## config.mk

```make
export PLATFORM = sky130hd
export DESIGN_NAME = route_player
export DESIGN_NICKNAME = d
export VERILOG_FILES = /design/src/rtl/rat_pkg.sv /design/src/rtl/route_player_coord_stepper.sv /design/src/rtl/route_player.sv
export SDC_FILE = /design/constraint.sdc
export NUM_CORES = 1
export LEC_CHECK = 0
export ABC_AREA = 0
export BUFFER_PORTS_ARGS = -buffer_cell sky130_fd_sc_hd__clkbuf_2
export CAP_MARGIN = 25
export CORE_UTILIZATION = 53
export CTS_CLUSTER_SIZE = 25
export DETAILED_ROUTE_END_ITERATION = 10
export PLACE_DENSITY_LB_ADDON = 0.12
export SLEW_MARGIN = 5
export SYNTH_ARGS = -nofsm -noshare
export SYNTH_HDL_FRONTEND = slang
export SYNTH_SLANG_ARGS = --single-unit
```

## constraint.sdc

```tcl
create_clock -name clk -period 2 [get_ports clk]
set_input_delay 0.4 -clock clk [delete_from_list [all_inputs] [get_ports clk]]
set_output_delay 0.4 -clock clk [all_outputs]
set_load 0.1 [all_outputs]
```

## src/rtl/rat_pkg.sv

```systemverilog
// rat_pkg: shared definitions for the route replay block.
//   - move encoding constants (MOVE_UP/RIGHT/LEFT/DOWN)
//   - replay FSM state type
//   - coordinate and step-counter widths
package rat_pkg;

  localparam int COORD_W   = 4;
  localparam int COORD_MAX = 15;
  localparam int STEP_W    = 9;

  // Typed limits so comparisons stay width-exact.
  localparam logic [COORD_W-1:0] COORD_TOP  = COORD_W'(COORD_MAX);
  localparam logic [COORD_W-1:0] COORD_ZERO = {COORD_W{1'b0}};
  localparam logic [COORD_W-1:0] COORD_ONE  = COORD_W'(1);
  localparam logic [STEP_W-1:0]  STEP_MAX   = 9'd256;

  localparam logic [1:0] MOVE_UP    = 2'b00;  // y - 1
  localparam logic [1:0] MOVE_RIGHT = 2'b01;  // x + 1
  localparam logic [1:0] MOVE_LEFT  = 2'b10;  // x - 1
  localparam logic [1:0] MOVE_DOWN  = 2'b11;  // y + 1

  typedef enum logic [2:0] {
    IDLE  = 3'd0,
    LOAD  = 3'd1,
    FETCH = 3'd2,
    WAIT  = 3'd3,
    APPLY = 3'd4,
    EMIT  = 3'd5,
    DONE  = 3'd6,
    ERR   = 3'd7
  } state_t;

endpackage

```

## src/rtl/route_player_coord_stepper.sv

```systemverilog
// coord_stepper: combinational single-move coordinate update.
// Ports:
//   x, y         in  current coordinate (COORD_W bits each)
//   move         in  2-bit move code
//   next_x/next_y out coordinate after the move, wrapping modulo 16
//   out_of_range out move would leave the 0..15 grid on either axis
module coord_stepper
  import rat_pkg::*;
(
  input  logic [COORD_W-1:0] x,
  input  logic [COORD_W-1:0] y,
  input  logic [1:0]         move,
  output logic [COORD_W-1:0] next_x,
  output logic [COORD_W-1:0] next_y,
  output logic               out_of_range
);

  // Apply one move; out_of_range flags the wrap case so the caller can choose.
  always_comb begin
    next_x       = x;
    next_y       = y;
    out_of_range = 1'b0;
    case (move)
      MOVE_UP: begin
        next_y       = y - COORD_ONE;
        out_of_range = (y == COORD_ZERO);
      end
      MOVE_RIGHT: begin
        next_x       = x + COORD_ONE;
        out_of_range = (x == COORD_TOP);
      end
      MOVE_LEFT: begin
        next_x       = x - COORD_ONE;
        out_of_range = (x == COORD_ZERO);
      end
      MOVE_DOWN: begin
        next_y       = y + COORD_ONE;
        out_of_range = (y == COORD_TOP);
      end
      default: begin
        next_x       = x;
        next_y       = y;
        out_of_range = 1'b0;
      end
    endcase
  end

endmodule

```

## src/rtl/route_player.sv

```systemverilog
// route_player: replays a solved path from a move queue as a stream of
// (x, y) steps with valid/ready handshake.
// Configuration macro: ROUTE_PLAYER_BOUNDS_CHECK_EN
//   defined   - a move leaving the 0..15 grid stops replay with err
//   undefined - coordinates wrap modulo 16, err is tied 0
// Ports:
//   clk, rst            clock, asynchronous active-high reset
//   start               pulse, begin replay (ignored while busy)
//   q_move, q_finish    queue data (valid cycle after q_dequeue), queue empty
//   q_load, q_rst_front, q_dequeue   one-cycle queue control pulses
//   x_out, y_out        current replay coordinate
//   step_valid, step_ready  step handshake
//   step_count          accepted steps, 0..256
//   busy, done, reached, err  status
module route_player
  import rat_pkg::*;
(
  input  logic               clk,
  input  logic               rst,
  input  logic               start,
  input  logic [1:0]         q_move,
  input  logic               q_finish,
  output logic               q_load,
  output logic               q_rst_front,
  output logic               q_dequeue,
  output logic [COORD_W-1:0] x_out,
  output logic [COORD_W-1:0] y_out,
  output logic               step_valid,
  input  logic               step_ready,
  output logic [STEP_W-1:0]  step_count,
  output logic               busy,
  output logic               done,
  output logic               reached,
  output logic               err
);

`ifdef ROUTE_PLAYER_BOUNDS_CHECK_EN
  localparam logic BOUNDS_EN = 1'b1;
`else
  localparam logic BOUNDS_EN = 1'b0;
`endif

  state_t             state;
  state_t             next_state;
  logic [COORD_W-1:0] x_pos;
  logic [COORD_W-1:0] y_pos;
  logic [STEP_W-1:0]  count;
  logic [1:0]         move_reg;
  logic [COORD_W-1:0] nx;
  logic [COORD_W-1:0] ny;
  logic               oor;
  logic               apply_fail;

  coord_stepper u_stepper (
    .x            (x_pos),
    .y            (y_pos),
    .move         (move_reg),
    .next_x       (nx),
    .next_y       (ny),
    .out_of_range (oor)
  );

  // A 257th step is refused regardless of the bounds option.
  assign apply_fail = (BOUNDS_EN & oor) | (count == STEP_MAX);

  // State register.
  always_ff @(posedge clk or posedge rst) begin
    if (rst) begin
      state <= IDLE;
    end else begin
      state <= next_state;
    end
  end

  // Next-state logic.
  always_comb begin
    next_state = state;
    case (state)
      IDLE: begin
        if (start) next_state = LOAD;
        else       next_state = IDLE;
      end
      LOAD:  next_state = FETCH;
      FETCH: begin
        if (q_finish) next_state = DONE;
        else          next_state = WAIT;
      end
      WAIT:  next_state = APPLY;
      APPLY: begin
        if (apply_fail) next_state = ERR;
        else            next_state = EMIT;
      end
      EMIT: begin
        if (step_ready) next_state = FETCH;
        else            next_state = EMIT;
      end
      DONE: begin
        if (start) next_state = LOAD;
        else       next_state = DONE;
      end
      ERR: begin
        if (start) next_state = LOAD;
        else       next_state = ERR;
      end
      default: next_state = IDLE;
    endcase
  end

  // Datapath: coordinate, step counter and captured move word.
  always_ff @(posedge clk or posedge rst) begin
    if (rst) begin
      x_pos    <= COORD_ZERO;
      y_pos    <= COORD_ZERO;
      count    <= {STEP_W{1'b0}};
      move_reg <= 2'b00;
    end else begin
      case (state)
        LOAD: begin
          x_pos <= COORD_ZERO;
          y_pos <= COORD_ZERO;
          count <= {STEP_W{1'b0}};
        end
        WAIT: move_reg <= q_move;
        APPLY: begin
          if (!apply_fail) begin
            x_pos <= nx;
            y_pos <= ny;
          end else begin
            x_pos <= x_pos;
            y_pos <= y_pos;
          end
        end
        EMIT: begin
          if (step_ready && (count != STEP_MAX)) count <= count + 9'd1;
          else                                    count <= count;
        end
        default: begin
          x_pos <= x_pos;
          y_pos <= y_pos;
        end
      endcase
    end
  end

  // Output decode; all control outputs follow the (async-reset) state register.
  always_comb begin
    q_load      = 1'b0;
    q_rst_front = 1'b0;
    q_dequeue   = 1'b0;
    step_valid  = 1'b0;
    busy        = 1'b0;
    done        = 1'b0;
    reached     = 1'b0;
    err         = 1'b0;
    case (state)
      LOAD: begin
        q_load      = 1'b1;
        q_rst_front = 1'b1;
        busy        = 1'b1;
      end
      FETCH: begin
        q_dequeue = ~q_finish;
        busy      = 1'b1;
      end
      WAIT:  busy = 1'b1;
      APPLY: busy = 1'b1;
      EMIT: begin
        step_valid = 1'b1;
        busy       = 1'b1;
      end
      DONE: begin
        done    = 1'b1;
        reached = (x_pos == COORD_TOP) && (y_pos == COORD_TOP);
      end
      ERR:   err = BOUNDS_EN;
      default: busy = 1'b0;
    endcase
  end

  assign x_out      = x_pos;
  assign y_out      = y_pos;
  assign step_count = count;

endmodule

```

Word-level counts from Yosys, hierarchy flattened
Cells that the tools add are included.
Storage, ports and cells
  register bits after elaboration: 22
  input port bits: 7
  output and inout port bits: 25
  word-level logic and storage cells: 60
Operators by class
  add/sub/neg operators: 5
  equality and inequality tests: 18
  multiplexer cells: 21
  bitwise operators: 1
  reductions and logical operators: 10
Operator list (count)
  case mux 4 bit (2 select lines): 4
  case mux 3 bit (8 select lines): 1
  case mux 9 bit (2 select lines): 1
  == test 3 bit (second input constant): 4
  2-to-1 mux 3 bit: 4
  adder 9 x 1 -> 9 bit (second input constant): 1
  == test 9 bit (second input constant): 1
  2-to-1 mux 9 bit: 1
  != test 9 bit (second input constant): 1
  adder 4 x 1 -> 4 bit (second input constant): 2
  == test 4 bit (second input constant): 2
  2-to-1 mux 4 bit: 2
  subtractor 4 x 1 -> 4 bit (second input constant): 2
  2-to-1 mux 1 bit: 7
  == test 3 x 2 -> 1 bit (second input constant): 2
  != test 3 x 1 -> 1 bit (second input constant): 2
  AND reduction 3 bit: 2
  OR reduction 5 bit: 1
  == test 2 bit (second input constant): 2
  != test 2 bit (second input constant): 2
  nonzero test 2 bit: 2
  == test 3 x 1 -> 1 bit (second input constant): 1
  zero test 3 bit: 1
  == test 2 x 1 -> 1 bit (second input constant): 1
  other kinds (5): 6

Depth between registers and ports, before layout
  word-level depth: 4
  gate-level depth with buffers: 8
  gate-level depth less buffers: 7

Hierarchy
A second synthesis with hierarchy kept.
Unflattened totals
  cell total of the unflattened synthesis: 186
  area total of the unflattened synthesis: 1704.1 µm²
By module, submodules not included
  route_player: instances 1, cells each 129, area an instance 1246.2 µm², seq. area each 550.5 µm²
  coord_stepper: instances 1, cells each 57, area an instance 457.9 µm², seq. area each 0.0 µm²

Least setup slack after synthesis
OpenSTA, ideal clock, no wires.
  kind: register to output
  start point: reg y_pos[0] (netlist: y_out[0])
  end point: out reached
  arrival time: 3.259 ns
  required time: 1.600 ns
  path slack: -1.659 ns
  cell stages (with the launch flop): 3
  path buffers: 0
  path through: dfrtp_1 -> nand4_1 -> nor3_1
Between the ends
  longest elaborated chain between the ends: 3
RTL lines
  from (decl): line route_player.sv:46  | logic [COORD_W-1:0] y_pos;
  from (signal assigned): line route_player.sv:127  | y_pos <= ny;
  from (signal assigned): line route_player.sv:130  | y_pos <= y_pos;
  from (signal assigned): line route_player.sv:139  | y_pos <= y_pos;
  == test 4 bit
  logical AND 1 bit: line route_player.sv:173  | reached = (x_pos == COORD_TOP) && (y_pos == COORD_TOP);
  2-to-1 mux 1 bit: line route_player.sv:155  | case (state)
  to (decl): line route_player.sv:33  | output logic reached,
No other way between the ends.

Worst setup path after layout
  start point: reg state[2]
  end point: out q_rst_front
Between the ends
  longest elaborated chain between the ends: 2
RTL lines
  from (decl): line route_player.sv:43  | state_t state;
  from (signal assigned): line route_player.sv:71  | state <= next_state;
  == test 3 x 1 -> 1 bit: line route_player.sv:155
  2-to-1 mux 1 bit: line route_player.sv:155
  to (decl): line route_player.sv:24  | output logic q_rst_front,
No other way between the ends.

==> run_results.csv <==
group,metric,value,unit
synthesis,yosys.cell_types.count,42,
timing,drv_slew,0,
global_route,grt_antenna_before_repair,0,
status,outcome,"completed",
synthesis,yosys_warnings,0,
critical_path,cp_top_family,"flip-flops",
synthesis,postSynthAreaPerCell,9.126,µm²
drt,wirelength,3106,µm
timing,fmax,514.5,MHz
cts,cts_tree,"done",
cells_and_area,antenna_cells,0,
cells_and_area,fillCellCount,209,
floorplanning,dieHeight,53.33,µm
cells_and_area,multiInputGateArea,792.0,µm²
cts,ctsLongestPathBuffers,2,
drt,drt_iter0_drc,30,
timing,setup_viol,0,
synthesis,synthArstFlopShare,100.0,%
cells_and_area,stdcell_area,1754,µm²
timing,relSlewSlack,63.97,%
timing,tightest_slew,542.7,ps
timing,hold_viol,0,
critical_path,reg2reg_depth,7,
critical_path,cp_slowest_cell,"dfrtp_2",
global_route,grt_pass1_wl,5009,µm
cells_and_area,drive_gt1_share,33.33,%
placement,globalplace.congestion,0.8649,
global_route,grt_overflow,0,
synthesis,synth_top_area_cell,"dfrtp_1",
critical_path,cp_num_buf_inv,2,
synthesis,ys.flop_type,"dfrtp_1",
cells_and_area,nets,202,
critical_path,r2r-start,"move_reg[0]",
placement,dp_hpwl,2380,µm
cts,cts_buffers,3,
synthesis,synth-edff-count,0,
drt,vias,1221,
cells_and_area,final_util,70.81,%
synthesis,syn-num-nets,168,
critical_path,path_cells,"nand2b_4 -> or2_1 -> inv_4 -> buf_12",
critical_path,crit_type,"reg -> out",
cts,clk_latency,320,ps
critical_path,crit_path_end_kind,"output port",
critical_path,timing.rr.end,"y_out[3]",
cells_and_area,syn_to_final_growth,25.63,%
synthesis,ys_seq_elements,22,
drt,ant_nets,0,
drt,first_pass_iters,4,
synthesis,yosysTopAreaCellShare,39.43,%
timing,rsz0062_at_grt,"no",
floorplanning,core,2477,µm²
critical_path,crit_arrival,1540,ps
synthesis,synth_common_cells,"dfrtp_1 (22), nand2_1 (15), o21ai_1 (14)",
synthesis,syn_inst,153,
cts,ctsRootBufferMaster,"clkbuf_4",
flow_run,max-cap-violations,0,
timing,setup_tns,0,ps
drt,routedWlPerCell,14.38,µm
cts,cts_sinks,22,
cts,cts.clk_slew.worst_paths,130,ps
synthesis,synth_area,1396,µm²
critical_path,cp_max_fo,6,
worst_hold_path,min_path_type,"in -> async",
synthesis,synth.most_common_cell,"dfrtp_1",
floorplanning,initial_core_util,56.36,%
floorplanning,die_area,2844,µm²
floorplanning,num_io_pins,32,
placement,place_area,1689,µm²
global_route,grtUsageTotal,24.92,%
drt,drc_errors,0,
floorplanning,num_rows,18,
cts,holdBufCountCts,0,
global_route,grt_start_max_net_pins,23,
timing,timing.final.crit_share,97.19,%
floorplanning,chipWidth,53.33,µm
critical_path,cpPeakStageDelay,470,ps
cts,ctsHtreeMaxLevel,1,
critical_path,crit_required,1600,ps
timing,period_needed,1944,ps
placement,io_buffers,30,
critical_path,worst-r2r-setup-slack,150,ps
timing,finClkSkew,7.367,ps
cells_and_area,largest_register_ffs,9,
timing,whs,78.64,ps
global_route,grt_pass1_vias,1131,
drt,via_per_inst,5.653,
synthesis,ys_top_cells_by_area,"dfrtp_1 (39%), ha_1 (5.4%), o21ai_1 (5.0%)",
synthesis,synth-seq-area-share,39.43,%
critical_path,start_kind,"flip-flop",
cells_and_area,seq_area,564.3,µm²
[area by class of cell]
cell class,instances,share of cell area (%)
tap,30,2.140
multi-input combinational,114,45.15
clock buffer,4,2.068
sequential,22,32.17
timing repair buffer,35,15.98
inverter,11,2.496
[routing by layer]
layer | global-route usage (%) | up-vias | share of wire [%]
met2 | 43.75 | 29 | 53
met5 | 0 | - | 0
met3 | 2.874 | 7 | 2.5
li1 | - | 607 | -
met1 | 29.48 | 578 | 42
met4 | 12.28 | 0 | 1.8
[tightest hold or removal path: cells and delay by family]
| kind | cells | cell delay [ps] |
|---|---|---|
| buffers and inverters | 3 | 400 |
[per-stage QoR]
stage / instances / worst slack (ps)
after floorplan: 153 / -470.6
after global placement: 211 / 190.0
after detailed placement: 211 / 85.28
after CTS: 215 / 2.052
after global routing: 216 / 8.797
final: 216 / 56.24
[worst max path at each step]
stage                startpoint     endpoint  cells past startpoint
detailed placement  move_reg[1]     x_out[3]                      7
finish                 state[2]  q_rst_front                      4
global route           state[2]       q_load                      4
floorplan              x_out[0]      reached                      2
CTS                    state[2]  q_rst_front                      4
global placement    move_reg[1]     x_out[3]                      7
[what timing repair did]
item                                    CTS  global route
buffers inserted                          0             1
gates resized for setup                   2             6
cloned                                    0             0
pin swaps                                 0             1
endpoints found under the setup margin    3             7
[cells in the final DEF (no fill, tap or decap), types with 3 or more instances in the layout]
cell type	instances
clkbuf_2	23
nand2_1	14
o21ai_1	14
dfrtp_1	11
dfrtp_2	11
nand3_1	9
inv_1	9
ha_1	6
buf_12	6
buf_4	6
nand2b_1	5
nor2_1	5
a21oi_1	5
and3_1	3
nand4_1	3
o211ai_1	3
o31ai_1	3
xnor2_1	3
xor2_1	3
a21o_1	3
clkbuf_4	3
[cells by family (layout without fill, tap and decap cells)]
family,count (synthesis),after routing,share of synthesized area [%]
mux,4,4,3.047
fa+ha+maj,8,8,8.244
buf+inv,17,50,6.183
xor+xnor,6,6,3.764
other cells,1,1,0.2686
compound gates,40,40,18.19
simple gates,55,55,20.88
flops,22,22,39.43
Power is not shown: default switching activity piles up to over one toggle a cycle in this logic, so the estimate is an artifact.
